$ cat config.mk
export PLATFORM = sky130hd
export DESIGN_NAME = peripheral_memory_initiator
export DESIGN_NICKNAME = d
export VERILOG_FILES = /design/src/rtl/peripheral_memory_pkg.sv /design/src/rtl/sync_fifo.sv /design/src/rtl/peripheral_memory_initiator.sv
export SDC_FILE = /design/constraint.sdc
export NUM_CORES = 1
export LEC_CHECK = 0
export BUFFER_PORTS_ARGS = -buffer_cell sky130_fd_sc_hd__buf_2
export CORE_MARGIN = 1.5
export CORE_UTILIZATION = 30
export CTS_CLUSTER_SIZE = 14
export DETAILED_ROUTE_END_ITERATION = 10
export PLACE_DENSITY_LB_ADDON = 0.1
export SYNTH_ARGS = -nofsm -noshare
export SYNTH_HDL_FRONTEND = slang
export SYNTH_SLANG_ARGS = --single-unit
$ cat constraint.sdc
create_clock -name clk -period 3.5 [get_ports clk]
set_input_delay 0.35 -clock clk [delete_from_list [all_inputs] [get_ports clk]]
set_output_delay 0.35 -clock clk [all_outputs]
set_load 0.1 [all_outputs]
$ cat src/rtl/peripheral_memory_pkg.sv
// Shared types and default geometry for the peripheral memory interface.
// Initiators and peripherals import this so they agree on widths and opcodes.
package peripheral_memory_pkg;

  typedef enum logic {
    OP_READ  = 1'b0,
    OP_WRITE = 1'b1
  } mem_op_t;

  localparam int DEFAULT_DATAWIDTH    = 32;
  localparam int DEFAULT_DATADEPTH    = 256;
  localparam int DEFAULT_ADDRESSWIDTH = $clog2(DEFAULT_DATADEPTH);

endpackage

$ cat src/rtl/sync_fifo.sv
// Single-clock FIFO with occupancy count; push while full is accepted only
// when a pop happens in the same cycle. DEPTH must be a power of two >= 2.
module sync_fifo #(
  parameter int WIDTH = 8,
  parameter int DEPTH = 4
) (
  input  logic                   clk,
  input  logic                   rst,
  input  logic                   push,
  input  logic                   pop,
  input  logic [WIDTH-1:0]       wdata,
  output logic [WIDTH-1:0]       rdata,
  output logic                   full,
  output logic                   empty,
  output logic [$clog2(DEPTH):0] count
);

  localparam int PTRW = $clog2(DEPTH);
  localparam int CNTW = $clog2(DEPTH) + 1;

  logic [WIDTH-1:0] mem_q [DEPTH];
  logic [PTRW-1:0]  rdPtr_q, wrPtr_q;
  logic [CNTW-1:0]  count_q, count_d;
  logic             doPush, doPop;

  assign empty  = (count_q == '0);
  assign full   = (count_q == CNTW'(DEPTH));
  assign doPop  = pop && !empty;
  assign doPush = push && (!full || doPop);
  assign count  = count_q;
  // Head reads as zero when empty so downstream data is clean out of reset.
  assign rdata  = empty ? '0 : mem_q[rdPtr_q];

  always_comb begin
    count_d = count_q + CNTW'(doPush) - CNTW'(doPop);
  end

  always_ff @(posedge clk or posedge rst) begin
    if (rst) begin
      rdPtr_q <= '0;
      wrPtr_q <= '0;
      count_q <= '0;
    end else begin
      if (doPush) wrPtr_q <= wrPtr_q + 1'b1;
      if (doPop)  rdPtr_q <= rdPtr_q + 1'b1;
      count_q <= count_d;
    end
  end

  always_ff @(posedge clk) begin
    if (doPush) mem_q[wrPtr_q] <= wdata;
  end

endmodule

$ cat src/rtl/peripheral_memory_initiator.sv
// Host-side initiator: queues read/write commands, issues registered strobes to a
// peripheral, and returns read data in order through a credit-protected response FIFO.
module peripheral_memory_initiator
  import peripheral_memory_pkg::*;
#(
  parameter int DATAWIDTH    = DEFAULT_DATAWIDTH,
  parameter int DATADEPTH    = DEFAULT_DATADEPTH,
  parameter int ADDRESSWIDTH = $clog2(DATADEPTH),
  parameter int READ_LATENCY = 1,
  parameter int FIFO_DEPTH   = 4
) (
  input  logic                    clk,
  input  logic                    reset,
  input  logic                    cmd_valid,
  output logic                    cmd_ready,
  input  logic                    cmd_write,
  input  logic [ADDRESSWIDTH-1:0] cmd_address,
  input  logic [DATAWIDTH-1:0]    cmd_data,
  output logic                    rsp_valid,
  input  logic                    rsp_ready,
  output logic [DATAWIDTH-1:0]    rsp_data,
  output logic                    mem_clk,
  output logic                    mem_reset,
  output logic [ADDRESSWIDTH-1:0] mem_address,
  output logic [DATAWIDTH-1:0]    mem_data_in,
  input  logic [DATAWIDTH-1:0]    mem_data_out,
  output logic                    mem_write_en,
  output logic                    mem_read_en,
  output logic                    busy
);

  localparam int CNTW = $clog2(FIFO_DEPTH) + 1;

  typedef struct packed {
    mem_op_t                 op;
    logic [ADDRESSWIDTH-1:0] addr;
    logic [DATAWIDTH-1:0]    data;
  } cmd_t;

  cmd_t                    cmdIn, cmdHead;
  logic                    cmdPush, cmdFull, cmdEmpty;
  logic [CNTW-1:0]         cmdCount;
  logic                    rspPush, rspPop, rspFull, rspEmpty;
  logic [CNTW-1:0]         rspCount;
  logic                    issue, issueRead, issueWrite, capture;
  logic [CNTW-1:0]         credit_q, credit_d;
  logic [READ_LATENCY-1:0] rdPipe_q, rdPipe_d;
  logic [ADDRESSWIDTH-1:0] address_q;
  logic [DATAWIDTH-1:0]    dataIn_q;
  logic                    writeEn_q, readEn_q;

  assign mem_clk   = clk;
  assign mem_reset = reset;

  assign cmdIn.op   = cmd_write ? OP_WRITE : OP_READ;
  assign cmdIn.addr = cmd_address;
  assign cmdIn.data = cmd_data;
  assign cmd_ready  = !cmdFull && !reset;
  assign cmdPush    = cmd_valid && cmd_ready;

  sync_fifo #(
    .WIDTH($bits(cmd_t)),
    .DEPTH(FIFO_DEPTH)
  ) u_cmdFifo (
    .clk  (clk),
    .rst  (reset),
    .push (cmdPush),
    .pop  (issue),
    .wdata(cmdIn),
    .rdata(cmdHead),
    .full (cmdFull),
    .empty(cmdEmpty),
    .count(cmdCount)
  );

  // A read may only leave the queue when a response slot is guaranteed;
  // a slot freed by this cycle's pop is already usable.
  assign rspPop     = rsp_valid && rsp_ready;
  assign issue      = !cmdEmpty && ((cmdHead.op == OP_WRITE) || (credit_q != '0) || rspPop);
  assign issueRead  = issue && (cmdHead.op == OP_READ);
  assign issueWrite = issue && (cmdHead.op == OP_WRITE);
  assign capture    = rdPipe_q[READ_LATENCY-1];
  assign rspPush    = capture && (!rspFull || rspPop);

  always_comb begin
    credit_d    = credit_q - CNTW'(issueRead) + CNTW'(rspPop);
    rdPipe_d    = '0;
    rdPipe_d[0] = readEn_q;
    for (int i = 1; i < READ_LATENCY; i++) rdPipe_d[i] = rdPipe_q[i-1];
  end

  always_ff @(posedge clk or posedge reset) begin
    if (reset) begin
      address_q <= '0;
      dataIn_q  <= '0;
      writeEn_q <= 1'b0;
      readEn_q  <= 1'b0;
      rdPipe_q  <= '0;
      credit_q  <= CNTW'(FIFO_DEPTH);
    end else begin
      writeEn_q <= issueWrite;
      readEn_q  <= issueRead;
      rdPipe_q  <= rdPipe_d;
      credit_q  <= credit_d;
      if (issue)      address_q <= cmdHead.addr;
      if (issueWrite) dataIn_q  <= cmdHead.data;
    end
  end

  sync_fifo #(
    .WIDTH(DATAWIDTH),
    .DEPTH(FIFO_DEPTH)
  ) u_rspFifo (
    .clk  (clk),
    .rst  (reset),
    .push (rspPush),
    .pop  (rspPop),
    .wdata(mem_data_out),
    .rdata(rsp_data),
    .full (rspFull),
    .empty(rspEmpty),
    .count(rspCount)
  );

  assign rsp_valid    = !rspEmpty;
  assign mem_address  = address_q;
  assign mem_data_in  = dataIn_q;
  assign mem_write_en = writeEn_q;
  assign mem_read_en  = readEn_q;
  assign busy         = (cmdCount != '0) || readEn_q || writeEn_q ||
                        (|rdPipe_q) || (rspCount != '0);

endmodule

==> out/metrics.csv <==
stage,metric,value,unit
timing,min Tclk post-route,3.042,ns
setup_path,endpoint class of the critical path,primary output,
place,post-detail-place hpwl,15.99,mm
timing,Slew Limit Fails,0,
timing,Final Hold Fails,0,
grt,first-pass GRT wire length,42.90,mm
cells_and_area,fillers,4019,
grt,total gr overflow,0,
grt,initial antenna violation count,2,
synthesis,Main synth FF type,edfxtp_1,
grt,vias in the first global route,7317,
setup_path,critical path class,reg2out,
outcome,status,finished clean,
timing,final setup vio count,0,
floorplan,full die area,45630,um2
routing,Routed wire per std cell,19.01,um
floorplan,Initial Utilization,30.62,%
place,# placed instances,1330,
routing,Final ANT Viol Nets,0,
worst_hold_path,Hold Crit Start,rsp_ready,
place,I/O Buffers,155,
routing,Pre-Repair DR Iteration Count,4,
floorplan,die span in y,213.6,um
timing,setup TNS,0,ns
grt,GRT Util Overall,13.05,%
cts,"CTS clk-pin slew, worst paths",0.05,ns
synthesis,Mapped Cells,602,
place,GPL Wtd Cong,0.6794,
timing,"Period Utilization, post-route",86.91,%
synthesis,number of synthesized flops with an enable pin,292,
floorplan,Die X,213.6,um
cells_and_area,layout overhead on the synthesized area,27.62,%
synthesis,Yosys top cell area share,65.89,%
routing,drt via density,4.386,
worst_hold_path,worst hold path endpoint,credit_q[0]$_DFF_PP0_,
synthesis,synth warn,0,
floorplan,Core Region,43460,um2
cts,Clock Latency Late Sink,0.65,ns
setup_path,data arrival time of the worst path,2.69,ns
cts,post-CTS setup buffer count,0,
synthesis,syn nets,696,
synthesis,cell area after synthesis,13310,um2
synthesis,Avg Inst Size Synth,22.11,um2
timing,fmax,0.3288,GHz
floorplan,io pins,156,
timing,Clock Skews,0.01798,ns
cells_and_area,Final Non-Filler Cells,1483,
timing,Slew @ Worst Pin,0.9969,ns
worst_hold_path,worst hold path class,in2reg,
job,total of max-cap violations,0,
routing,final wirelength,28.19,mm
cells_and_area,Layout Nets,959,
timing,Slew Limit Headroom,33.54,%
routing,Residual DRC,0,
timing,hold_ws,0.1521,ns
setup_path,R2R depth,9,
setup_path,R2R Path End,u_cmdFifo.count[2]$_DFF_PP0_,
routing,via count,6504,
synthesis,Synth Register Bits,352,
setup_path,worst reg2reg setup slack,0.93,ns
synthesis,"Seq/Total Area, Yosys",77.18,%
synthesis,largest cells by area after synthesis,"edfxtp_1 66%, mux4_2 12%, dfrtp_1 11%, mux2_2 3.6%, nor2b_1 1.5%",
synthesis,"count leader, synth",edfxtp_1,
setup_path,CP Max Fanout,33,
synthesis,asr flop ratio synth,17.05,%
worst_hold_path,WHS Path Cells,3,
synthesis,Yosys cell types,28,
cts,CTS tree,yes,
setup_path,startpoint types,register,
grt,largest net degree at the start of global routing,43,
cts,post-CTS sizing,0,
timing,RSZ-0062 raised after global routing,no,
routing,violation count after the first detailed-routing iteration,235,
setup_path,FF-to-FF Start,u_cmdFifo.rdPtr_q[0]$_DFFE_PP0P_,
setup_path,"Data required, critical path",3.15,ns
synthesis,commonest cells in the synthesized netlist,"292 x edfxtp_1, 73 x mux4_2, 59 x dfrtp_1, 42 x mux2_2, 32 x nor2b_1",
floorplan,row count,76,
cells_and_area,layout cells sized above 1,40.13,%
setup_path,Setup crit start,u_rspFifo.rdPtr_q[1]$_DFFE_PP0P_,
synthesis,post-synth top area cell,edfxtp_1,
## what timing repair did
action | 4_1_cts | 5_1_grt
setup endpoints to repair | 0 | 0
hold endpoints to repair | 317 | 0
hold buffers | 74 | 0
## kinds of logic after synthesis
family                   count (synthesis)  share of synthesized area (%)
buffers and inverters                   49                          1.561
flip-flops                             352                          77.18
XOR/XNOR                                12                         0.7898
adder cells (fa/ha/maj)                 17                          1.768
AO/OA/AOI/OAI                            8                         0.5735
AND/OR/NAND/NOR                         49                          2.219
multiplexers                           115                          15.91
## critical path: stages (launching register included)
cell and delay (ns):
dfrtp_2 1.01, mux4_2 0.37, nor2b_1 0.18, buf_2 0.46
## metal layers
metal  vias to the layer above  share of wire, %  global-route usage [%]  routed length, um
li1                       2927                 -                       -                  -
met1                      3392                40                   14.38              11230
met2                       136                52                   23.09              14650
met3                        47               5.4                   4.042               1523
met4                         2               2.7                   5.804                774
met5                         -             0.046                       0                 13
## worst max path at each step
| stage | to | cells past startpoint |
|---|---|---|
| 5_1_grt | rsp_data[26] | 3 |
| 3_3_place_gp | u_cmdFifo.count[2]$_DFF_PP0_ | 9 |
| 2_1_floorplan | rsp_data[22] | 4 |
| 6_report | rsp_data[26] | 3 |
| 4_1_cts | rsp_data[26] | 3 |
| 3_5_place_dp | u_cmdFifo.count[2]$_DFF_PP0_ | 9 |
## stage by stage
stage / area [um2] / setup WS, ns / utilization (%)
after floorplan: 13310 / 0.5903 / -
after global placement: 14880 / 0.9425 / 34.24
after detailed placement: 14880 / 0.9178 / 34.24
after CTS: 16980 / 0.3613 / 39.08
after global routing: 16980 / 0.2795 / 39.08
final: 16980 / 0.4582 / 39.08
## cell type report
type	instances	area [um2]	share of cell area (%)
clock buffers	59	1169	6.881
inverters	22	82.58	0.4862
diodes	1	2.502	0.01473
clock inverters	20	198.9	1.171
multi-input cells	201	2846	16.76
flip-flops and latches	352	10280	60.52
repair buffers	243	1674	9.857
well taps	585	732.0	4.310
## placed cells by master (no fill, tap or decap), drive strengths merged, types with 2 or more instances in the layout
cell type	Yosys	final
fa	3	3
o31a	2	2
dlygate4sd3	0	74
edfxtp	292	292
dfrtp	59	59
xnor2	11	11
nand2	2	2
inv	22	24
mux4	73	73
nor2b	32	32
mux2	42	42
ha	14	14
clkbuf	16	58
clkinv	0	14
nor2	2	2
and2	8	8
bufinv	0	4
or3	4	4
buf	11	170
## state kept, by name, summed over array words and instances, names as in the netlist, 3 cells and up
register / cells
u_cmdFifo.mem_q: 164
u_rspFifo.mem_q: 128
mem_data_in: 32
mem_address: 8
credit_q: 3
u_cmdFifo.count: 3
u_rspFifo.count: 3
Power is not shown: default switching activity piles up to over one toggle a cycle in this logic, so the estimate is an artifact.
